File: src/rtl/exec_muldiv_if.sv
`default_nettype none
// ============================================================================
// Module   : exec_muldiv_if
// Brief    : Issue, speculation-flush and result-bus bundle for exec_muldiv
// Revision : 1.0 - initial release
// ============================================================================
interface exec_muldiv_if #(
    parameter int BUF_SIZE_LOG = 4
) ();
    logic                  in_valid;
    logic                  in_ready;
    logic [9:0]            in_op;
    logic [31:0]           in_vj;
    logic [31:0]           in_vk;
    logic [BUF_SIZE_LOG:0] in_tag;
    logic [5:0]            in_spec_tag;
    logic                  flush_valid;
    logic [5:0]            flush_mask;
    logic                  out_valid;
    logic                  out_ready;
    logic [31:0]           out_value;
    logic [BUF_SIZE_LOG:0] out_tag;
    logic [5:0]            out_spec_tag;

    // Issue stage, branch unit and result-bus arbiter side
    modport master (
        output in_valid, in_op, in_vj, in_vk, in_tag, in_spec_tag,
        output flush_valid, flush_mask, out_ready,
        input  in_ready, out_valid, out_value, out_tag, out_spec_tag
    );

    // Execution unit side
    modport slave (
        input  in_valid, in_op, in_vj, in_vk, in_tag, in_spec_tag,
        input  flush_valid, flush_mask, out_ready,
        output in_ready, out_valid, out_value, out_tag, out_spec_tag
    );
endinterface
`default_nettype wire

File: src/rtl/exec_muldiv.sv
`default_nettype none
// ============================================================================
// Module   : exec_muldiv
// Brief    : RV32M execution unit - two-cycle multiply, 32-step restoring
//            divide, result held until the result bus grants it, killed by a
//            matching speculation flush
// Revision : 1.0 - initial release
// ============================================================================
module exec_muldiv #(
    parameter int BUF_SIZE_LOG = 4
) (
    input  wire logic    clk,
    input  wire logic    rst_n,
    exec_muldiv_if.slave bus
);
    localparam logic [2:0] c_IDLE      = 3'd0;
    localparam logic [2:0] c_MUL       = 3'd1;
    localparam logic [2:0] c_DIV       = 3'd2;
    localparam logic [2:0] c_FIX       = 3'd3;
    localparam logic [2:0] c_DONE      = 3'd4;
    localparam logic [5:0] c_LAST_ITER = 6'd31;

    logic [2:0]            r_state;
    logic [2:0]            w_state_nxt;
    logic [2:0]            r_op;
    logic [31:0]           r_vj;
    logic [31:0]           r_vk;
    logic [BUF_SIZE_LOG:0] r_tag;
    logic [5:0]            r_spec;
    logic [31:0]           r_result;
    logic [5:0]            r_cnt;
    logic [31:0]           r_quo;
    logic [31:0]           r_rem;
    logic [31:0]           r_dvs;
    logic                  r_neg_q;
    logic                  r_neg_r;

    // Only funct3 selects behaviour; the upper op bits are don't-care here
    logic [2:0]  w_f3;
    logic        w_unused_op;
    assign w_f3        = bus.in_op[2:0];
    assign w_unused_op = ^bus.in_op[9:3];

    // Accept / kill qualification
    logic w_kill_in;
    logic w_accept;
    logic w_kill;
    assign w_kill_in = bus.flush_valid && (|(bus.flush_mask & bus.in_spec_tag));
    assign w_accept  = bus.in_valid && (r_state == c_IDLE) && !w_kill_in;
    assign w_kill    = bus.flush_valid && (|(bus.flush_mask & r_spec)) && (r_state != c_IDLE);

    // Divide setup: special cases resolve at accept, others load magnitudes
    logic        w_is_div;
    logic        w_div_signed;
    logic        w_div_zero;
    logic        w_div_ovf;
    logic        w_special;
    logic [31:0] w_special_val;
    logic        w_neg_a;
    logic        w_neg_b;
    logic [31:0] w_abs_a;
    logic [31:0] w_abs_b;
    assign w_is_div      = w_f3[2];
    assign w_div_signed  = ~w_f3[0];
    assign w_div_zero    = (bus.in_vk == 32'd0);
    assign w_div_ovf     = w_div_signed && (bus.in_vj == 32'h8000_0000) && (bus.in_vk == 32'hFFFF_FFFF);
    assign w_special     = w_is_div && (w_div_zero || w_div_ovf);
    assign w_special_val = w_div_zero ? (w_f3[1] ? bus.in_vj : 32'hFFFF_FFFF)
                                      : (w_f3[1] ? 32'd0     : 32'h8000_0000);
    assign w_neg_a       = w_div_signed & bus.in_vj[31];
    assign w_neg_b       = w_div_signed & bus.in_vk[31];
    assign w_abs_a       = w_neg_a ? (32'd0 - bus.in_vj) : bus.in_vj;
    assign w_abs_b       = w_neg_b ? (32'd0 - bus.in_vk) : bus.in_vk;

    // Multiplier: operands sign/zero-extended to 64 bits, low 64 of the
    // product hold both the MUL word and the high word of the 33x33 product
    logic        w_mul_a_sgn;
    logic        w_mul_b_sgn;
    logic [63:0] w_mul_a;
    logic [63:0] w_mul_b;
    logic [63:0] w_prod;
    logic [31:0] w_mul_res;
    assign w_mul_a_sgn = (r_op != 3'd3);
    assign w_mul_b_sgn = (r_op == 3'd0) || (r_op == 3'd1);
    assign w_mul_a     = {{32{w_mul_a_sgn & r_vj[31]}}, r_vj};
    assign w_mul_b     = {{32{w_mul_b_sgn & r_vk[31]}}, r_vk};
    assign w_prod      = w_mul_a * w_mul_b;
    assign w_mul_res   = (r_op == 3'd0) ? w_prod[31:0] : w_prod[63:32];

    // Restoring divider step: partial remainder always stays below divisor,
    // so the 32-bit subtraction cannot lose information
    logic [32:0] w_shift;
    logic        w_ge;
    logic [31:0] w_rem_nxt;
    logic [31:0] w_quo_nxt;
    logic [31:0] w_q_fix;
    logic [31:0] w_r_fix;
    logic [31:0] w_div_res;
    assign w_shift   = {r_rem, r_quo[31]};
    assign w_ge      = (w_shift >= {1'b0, r_dvs});
    assign w_rem_nxt = w_ge ? (w_shift[31:0] - r_dvs) : w_shift[31:0];
    assign w_quo_nxt = {r_quo[30:0], w_ge};
    assign w_q_fix   = r_neg_q ? (32'd0 - r_quo) : r_quo;
    assign w_r_fix   = r_neg_r ? (32'd0 - r_rem) : r_rem;
    assign w_div_res = r_op[1] ? w_r_fix : w_q_fix;

    // State register
    always_ff @(posedge clk or negedge rst_n) begin
        if (!rst_n) r_state <= c_IDLE;
        else        r_state <= w_state_nxt;
    end

    // Next-state selection; a matching flush overrides every other transition
    always_comb begin
        w_state_nxt = r_state;
        case (r_state)
            c_IDLE: begin
                if (w_accept) begin
                    if (!w_is_div)     w_state_nxt = c_MUL;
                    else if (w_special) w_state_nxt = c_DONE;
                    else               w_state_nxt = c_DIV;
                end
            end
            c_MUL:   w_state_nxt = c_DONE;
            c_DIV:   if (r_cnt == c_LAST_ITER) w_state_nxt = c_FIX;
            c_FIX:   w_state_nxt = c_DONE;
            c_DONE:  if (bus.out_ready) w_state_nxt = c_IDLE;
            default: w_state_nxt = c_IDLE;
        endcase
        if (w_kill) w_state_nxt = c_IDLE;
    end

    // Operand capture, divider iteration and result register
    always_ff @(posedge clk or negedge rst_n) begin
        if (!rst_n) begin
            r_op     <= 3'd0;
            r_vj     <= 32'd0;
            r_vk     <= 32'd0;
            r_tag    <= '0;
            r_result <= 32'd0;
            r_cnt    <= 6'd0;
            r_quo    <= 32'd0;
            r_rem    <= 32'd0;
            r_dvs    <= 32'd0;
            r_neg_q  <= 1'b0;
            r_neg_r  <= 1'b0;
        end else if (w_accept) begin
            r_op    <= w_f3;
            r_vj    <= bus.in_vj;
            r_vk    <= bus.in_vk;
            r_tag   <= bus.in_tag;
            r_cnt   <= 6'd0;
            r_quo   <= w_abs_a;
            r_rem   <= 32'd0;
            r_dvs   <= w_abs_b;
            r_neg_q <= w_neg_a ^ w_neg_b;
            r_neg_r <= w_neg_a;
            if (w_special) r_result <= w_special_val;
        end else begin
            case (r_state)
                c_MUL: r_result <= w_mul_res;
                c_DIV: begin
                    r_quo <= w_quo_nxt;
                    r_rem <= w_rem_nxt;
                    r_cnt <= r_cnt + 6'd1;
                end
                c_FIX: r_result <= w_div_res;
                default: ;
            endcase
        end
    end

    // Speculative mask tracking: resolved-correct branches drop out of the mask
    always_ff @(posedge clk or negedge rst_n) begin
        if (!rst_n)               r_spec <= 6'd0;
        else if (w_accept)        r_spec <= bus.in_spec_tag;
        else if (bus.flush_valid) r_spec <= r_spec & ~bus.flush_mask;
    end

    assign bus.in_ready     = (r_state == c_IDLE);
    assign bus.out_valid    = (r_state == c_DONE);
    assign bus.out_value    = r_result;
    assign bus.out_tag      = r_tag;
    assign bus.out_spec_tag = r_spec;

endmodule
`default_nettype wire

File: src/flat_wrapper.sv
// flat-port wrapper written by rule: the top's interface ports become plain ports
module exec_muldiv_flat 
#(
    parameter int BUF_SIZE_LOG = 4
)
  (clk, rst_n, bus_in_valid, bus_in_op, bus_in_vj, bus_in_vk, bus_in_tag, bus_in_spec_tag, bus_flush_valid, bus_flush_mask, bus_out_ready, bus_in_ready, bus_out_valid, bus_out_value, bus_out_tag, bus_out_spec_tag);
  exec_muldiv_if #(.BUF_SIZE_LOG(BUF_SIZE_LOG)) bus_i ();
  input  wire logic clk;
  input  wire logic rst_n;
  input wire logic [$bits(bus_i.in_valid)-1:0] bus_in_valid;
  input wire logic [$bits(bus_i.in_op)-1:0] bus_in_op;
  input wire logic [$bits(bus_i.in_vj)-1:0] bus_in_vj;
  input wire logic [$bits(bus_i.in_vk)-1:0] bus_in_vk;
  input wire logic [$bits(bus_i.in_tag)-1:0] bus_in_tag;
  input wire logic [$bits(bus_i.in_spec_tag)-1:0] bus_in_spec_tag;
  input wire logic [$bits(bus_i.flush_valid)-1:0] bus_flush_valid;
  input wire logic [$bits(bus_i.flush_mask)-1:0] bus_flush_mask;
  input wire logic [$bits(bus_i.out_ready)-1:0] bus_out_ready;
  output wire logic [$bits(bus_i.in_ready)-1:0] bus_in_ready;
  output wire logic [$bits(bus_i.out_valid)-1:0] bus_out_valid;
  output wire logic [$bits(bus_i.out_value)-1:0] bus_out_value;
  output wire logic [$bits(bus_i.out_tag)-1:0] bus_out_tag;
  output wire logic [$bits(bus_i.out_spec_tag)-1:0] bus_out_spec_tag;
  assign bus_i.in_valid = bus_in_valid;
  assign bus_i.in_op = bus_in_op;
  assign bus_i.in_vj = bus_in_vj;
  assign bus_i.in_vk = bus_in_vk;
  assign bus_i.in_tag = bus_in_tag;
  assign bus_i.in_spec_tag = bus_in_spec_tag;
  assign bus_i.flush_valid = bus_flush_valid;
  assign bus_i.flush_mask = bus_flush_mask;
  assign bus_i.out_ready = bus_out_ready;
  assign bus_in_ready = bus_i.in_ready;
  assign bus_out_valid = bus_i.out_valid;
  assign bus_out_value = bus_i.out_value;
  assign bus_out_tag = bus_i.out_tag;
  assign bus_out_spec_tag = bus_i.out_spec_tag;
  exec_muldiv #(.BUF_SIZE_LOG(BUF_SIZE_LOG)) u_core (.clk(clk), .rst_n(rst_n), .bus(bus_i));
endmodule
File: config.mk
export PLATFORM = sky130hd
export DESIGN_NAME = exec_muldiv_flat
export DESIGN_NICKNAME = d
export VERILOG_FILES = /design/src/rtl/exec_muldiv_if.sv /design/src/rtl/exec_muldiv.sv /design/src/flat_wrapper.sv
export SDC_FILE = /design/constraint.sdc
export NUM_CORES = 2
export LEC_CHECK = 0
export ABC_AREA = 1
export BUFFER_PORTS_ARGS = -buffer_cell sky130_fd_sc_hd__buf_2
export CAP_MARGIN = 40
export CORE_MARGIN = 5
export CORE_UTILIZATION = 61
export DETAILED_ROUTE_END_ITERATION = 8
export GPL_TIMING_DRIVEN = 0
export MAX_ROUTING_LAYER = met4
export PLACE_DENSITY_LB_ADDON = 0.15
export SETUP_SLACK_MARGIN = 0.5
export SYNTH_ARGS = -nofsm -noshare
export SYNTH_HDL_FRONTEND = slang
export SYNTH_SLANG_ARGS = --single-unit
File: constraint.sdc
create_clock -name clk -period 16.1 [get_ports clk]
set_input_delay 3.22 -clock clk [delete_from_list [all_inputs] [get_ports clk]]
set_output_delay 3.22 -clock clk [all_outputs]
set_load 0.1 [all_outputs]
## Yosys cells after proc, flatten, opt, wreduce, memory -nomap -nowiden

Cells that the tools add are included.

| word-level totals | value |
|---|---|
| bits in registers | 217 |
| logic and storage cells | 95 |
| output and inout bits | 45 |
| input port bits | 96 |

| cells by class | value |
|---|---|
| $mul | 1 |
| bitwise operators | 10 |
| muxes and demuxes | 28 |
| add/sub/neg operators | 6 |
| equal/unequal tests | 13 |
| reductions and logical operators | 23 |
| magnitude comparators | 1 |

Operator list:

| kind | count |
|---|---|
| $mux W32 | 16 |
| $sub A1 B32 Y32 const A | 4 |
| $eq A32 B32 Y1 const B | 2 |
| $mul A33 B33 Y64 | 1 |
| $pmux W32 S2 | 1 |
| $ge A33 B32 Y1 | 1 |
| $logic_not A32 Y1 | 1 |
| $sub A32 B32 Y32 | 1 |
| $mux W6 | 4 |
| $and A6 B6 Y6 | 3 |
| $mux W3 | 6 |
| $pmux W3 S4 | 1 |
| $reduce_or A6 Y1 | 2 |
| $logic_and A1 B1 Y1 | 8 |
| $add A6 B1 Y6 const B | 1 |
| $eq A3 B1 Y1 const B | 2 |
| $eq A3 B2 Y1 const B | 2 |
| $eq A6 B5 Y1 const B | 1 |
| $logic_not A3 Y1 | 2 |
| $ne A3 B1 Y1 const B | 2 |
| $ne A3 B2 Y1 const B | 2 |
| $not A6 Y6 | 1 |
| $reduce_bool A3 Y1 | 2 |
| $and A1 B1 Y1 | 4 |
| 10 further kinds | 12 |

## Logic depth before layout (Yosys ltp)

| logic depth | value |
|---|---|
| depth after elaboration | 10 |
| depth in mapped cells | 38 |
| depth with buffers taken out | 37 |

## Least setup slack after synthesis

No wires, ideal clock.

| timing | value |
|---|---|
| path kind | register to register |
| start point | register u_core.r_op[0] |
| end point | register u_core.r_result[27], in the netlist u_core.bus.out_value[27] |
| path slack | 8.260 ns |
| cell stages (with the launch flop) | 33 |
| buffers on the path | 1 |
| library setup time | 0.123 ns |
| data required time | 15.977 ns |
| arrival time | 7.717 ns |
| clock period less this slack | 7.840 ns |
| cells stage by stage | dfrtp_1 > nand2_1 > nor2_2 > clkbuf_1 > nor2_1 > fa_1 > inv_1 > fa_1 > inv_1 > fa_1 > inv_1 > fa_1 > inv_1 > fa_1 > fa_1 > fa_1 > inv_1 > fa_1 > inv_1 > ha_1 > nand2_1 > nor2_1 > inv_1 > nor2_1 > inv_1 > nor4_1 > nand3_1 > nand3_1 > nand2_1 > nand3_1 > nand2_1 > nand2_1 > a21oi_1 |

| between the ends | value |
|---|---|
| longest elaborated chain between the ends | 7 |
| elaborated cells between the ends (all ways) | 10 |
| classes of those cells | mul (1); eq/ne (2); mux (3); bitwise (2); reduce/logical (2) |

RTL lines:

| element | line | RTL |
|---|---|---|
| start: declaration | exec_muldiv.sv:25 | `logic [2:0] r_op;` |
| start signal: assignment | exec_muldiv.sv:148 | `r_op <= w_f3;` |
| $eq A3 B1 Y1 or $logic_not A3 Y1 (tied branches) | exec_muldiv.sv:84, exec_muldiv.sv:88 |  |
| $logic_or A1 B1 Y1 | exec_muldiv.sv:84 | `assign w_mul_b_sgn = (r_op == 3'd0) \|\| (r_op == 3'd1);` |
| $and A1 B1 Y1 | exec_muldiv.sv:86 | `assign w_mul_b = {{32{w_mul_b_sgn & r_vk[31]}}, r_vk};` |
| $mul A33 B33 Y64 | exec_muldiv.sv:87 | `assign w_prod = w_mul_a * w_mul_b;` |
| $mux W32 (*) | exec_muldiv.sv:88 | `assign w_mul_res = (r_op == 3'd0) ? w_prod[31:0] : w_prod[63:32];` |
| $pmux W32 S2 (*) | exec_muldiv.sv:160 | `case (r_state)` |
| $mux W32 (*) | exec_muldiv.sv:147 | `end else if (w_accept) begin` |
| end signal: assignment | exec_muldiv.sv:158 | `if (w_special) r_result <= w_special_val;` |
| end signal: assignment | exec_muldiv.sv:161 | `c_MUL: r_result <= w_mul_res;` |
| end signal: assignment | exec_muldiv.sv:167 | `c_FIX: r_result <= w_div_res;` |
| end: declaration | exec_muldiv.sv:30 | `logic [31:0] r_result;` |

Every way passes the cells marked *; elsewhere a longest branch is shown, timed or not.
A chain may end at the register's enable or synchronous reset.

## Final worst setup path

| timing | value |
|---|---|
| start point | register u_core.r_op[0] |
| end point | register u_core.r_result[18], in the netlist u_core.bus.out_value[18] |

The elaborated chain is that of the path after synthesis.

==> impl_metrics.py <==
metrics = {
    "cts": {
        "cts_buffers": 26,
        "root_buffer": "clkbuf_16",
        "post-cts-setup-buffers": 0,
        "cts_resized": 0,
        "htreeDepth": 1,
        "cts_tree": "yes",
        "cts-hold-fix-buffers": 0,
        "cts.sinks": 216,
        "clk_pin_slew_ns": 0.06,
        "cts.path.max_buffers": 3,
        "clk_latency_ns": 0.59,
    },
    "worst_setup_path": {
        "worstPathRequired_ns": 16.62,
        "regToRegSetupSlack_ns": 5.58,
        "r2r-start": "u_core.r_op[0]",
        "cpMostUsedCell": "fa_1",
        "rr_worst_depth": 29,
        "crit_slowest_cell": "fa_1",
        "crit_path_end_kind": "flip-flop",
        "crit_path_start": "u_core.r_op[0]",
        "path_class": "flip-flop to flip-flop",
        "arrival_ns": 11.03,
        "path_max_fanout": 11,
        "worstReg2RegEnd": "u_core.bus.out_value[18]",
        "cp-start-kind": "flip-flop",
        "cp_slowest_stage_delay_ns": 0.83,
    },
    "floorplan": {
        "ioPinCount": 141,
        "rows": 110,
        "fp.dieArea_mm2": 0.0967,
        "coreArea_mm2": 0.0900,
        "initial_utilization": 0.614,
        "die_w_um": 311,
        "die_h_um": 311,
    },
    "global_routing": {
        "overflow": 0,
        "grt_pass1_wl_mm": 334,
        "grt_max_degree": 111,
        "track_usage": 0.480,
        "antenna_found_initial": 17,
        "grt_pass1_vias": 52500,
    },
    "timing": {
        "setup_tns_ns": 0,
        "period_needed_ns": 10.52,
        "skew_ns": 0.0470,
        "hold_viol": 0,
        "maxSlewHeadroom": 0.289,
        "fmaxAchievable_mhz": 95.1,
        "final-setup-viol-count": 0,
        "max_slew.worst_pin.slew_ns": 1.07,
        "slew_violations": 0,
        "rsz0062_at_grt": "false",
        "finalCritPeriodShare": 0.653,
        "hold_ws_ns": 0.477,
    },
    "synth": {
        "synth_top_area_frac": 0.408,
        "yosys-top-cells-count": "inv_1, nand2_1, fa_1, nor2_1, clkbuf_1",
        "ys_ff_latch": 216,
        "synth_cell_types": 59,
        "post-synth-top-count-cell": "inv_1",
        "synth_compound_gate_area_share": 0.0714,
        "synth_edf_count": 0,
        "synth_xor_area_frac": 0.00951,
        "yosysTopAreaCell": "fa_1",
        "synthMuxAreaShare": 0,
        "syn_inst": 7285,
        "netlist_area_mm2": 0.0552,
        "synth_top_family_by_area": "adder cells",
        "synthArstFlopShare": 1.00,
        "synth_area_leaders": "fa_1, inv_1, nand2_1, dfrtp_1, ha_1",
        "synth_fp_nets": 8757,
        "yosysWarnings": 0,
        "ys_seq_area_frac": 0.0978,
        "synthSimpleGateAreaFrac": 0.204,
        "syn_avg_cell_area_um2": 7.58,
        "synthAdderAreaFrac": 0.465,
        "synth_ff_type": "dfrtp_1",
    },
    "drt": {
        "drt-pass1-iter-count": 8,
        "wire_per_inst_um": 26.0,
        "drtIter0Drc": 6187,
        "drc_errors": 0,
        "postRouteAntennaNets": 0,
        "via_per_inst": 5.94,
        "routed_wl_mm": 227,
        "vias": 51800,
    },
    "layout": {
        "syn_to_final_growth_pct": 6.86,
        "num-nets-final": 8975,
        "n_fill_cell": 7853,
        "final-instance-count-excl-fill": 8722,
        "drive_above_1_share": 0.0557,
    },
    "hold_path": {
        "hold_class": "flip-flop to flip-flop",
        "min-delay-start": "u_core.bus.out_tag[1]",
        "hold_path_depth": 2,
        "hold_end": "u_core.bus.out_tag[1]",
    },
    "placement": {
        "place_congestion": 1.11,
        "place_inst": 8645,
        "dp_hpwl_mm": 197,
        "io_buffers": 133,
    },
    "run": {
        "cap_violations": 0,
    },
    "status": {
        "outcome": "complete, no violations",
    },
}
[cell families (layout without fill, tap and decap cells)]
group,count (synthesis),in the layout
AO/OA/AOI/OAI,681,681
XOR/XNOR,60,60
adder cells (fa/ha/maj),1376,1376
buffers and inverters,2219,2456
flip-flops,216,216
other,0,24
AND/OR/NAND/NOR,2733,2733
[stage by stage]
step	instance area, um2	worst slack (ns)	utilization
2_1_floorplan	55200	8.26	-
3_3_place_gp	57400	6.03	0.638
3_5_place_dp	58000	5.84	0.645
4_1_cts	58900	5.89	0.654
5_1_grt	59000	5.41	0.656
6_report	59000	5.58	0.656
[placed cells by master (no fill, tap or decap), types with 18 or more instances in the layout]
cell type / count
dfrtp_1: 216
a21oi_2: 33
o211ai_1: 22
nand2_2: 38
inv_1: 1826
nand2_1: 1822
o21ai_1: 28
xnor2_1: 22
o21bai_1: 23
fa_1: 1126
buf_2: 156
clkbuf_1: 310
inv_2: 33
ha_1: 250
clkbuf_16: 26
nor2_1: 408
xor2_1: 38
nand4_1: 41
buf_6: 50
buf_1: 18
nor3_1: 63
diode_2: 24
nand3_1: 279
a21oi_1: 237
o221ai_1: 30
o21ai_0: 225
[sequential cells by signal, summed over array words and instances, names as in the netlist]
name / flops
u_core.r_dvs: 32
u_core.bus.out_value: 32
u_core.r_vj: 32
u_core.r_quo: 32
u_core.r_state: 3
u_core.r_neg_r: 1
u_core.bus.out_tag: 5
u_core.r_neg_q: 1
u_core.r_op: 3
u_core.r_vk: 31
u_core.r_rem: 32
u_core.bus.out_spec_tag: 6
u_core.r_cnt: 6
[critical path, delay by kind of cell, from the launching register on]
| family | cells | cell delay [ns] |
|---|---|---|
| simple gates | 7 | 1.22 |
| buf+inv | 7 | 1.86 |
| flops | 1 | 0.40 |
| fa+ha+maj | 9 | 5.38 |
| compound gates | 6 | 1.59 |
[routing by layer]
metal	vias up	wire length [um]	track usage
met3	1007	32400	0.168
met2	3735	94400	0.683
li1	21800	-	-
met5	-	0	-
met4	0	20600	0.310
met1	25200	79800	0.585
[how the worst max path moves through the flow]
stage / cells after the start / end / slack (ns)
floorplan: 32 / u_core.bus.out_value[27] / 8.26
global placement: 29 / u_core.bus.out_value[25] / 6.03
detailed placement: 30 / u_core.bus.out_value[25] / 5.84
CTS: 33 / u_core.bus.out_value[31] / 5.89
global route: 33 / u_core.bus.out_value[31] / 5.41
finish: 29 / u_core.bus.out_value[18] / 5.58
[cell type report]
class,count,area (um2),area share
clock inverters,14,154,0.00261
inverters,1859,6980,0.118
multi-input cells,4850,41400,0.701
repair buffers,190,1380,0.0234
plain buffers,360,1480,0.0251
clock buffers,33,727,0.0123
diodes,24,60.1,0.00102
well taps,1176,1470,0.0249
flip-flops and latches,216,5410,0.0916
Power is not shown: default switching activity piles up to over one toggle a cycle in this logic, so the estimate is an artifact.
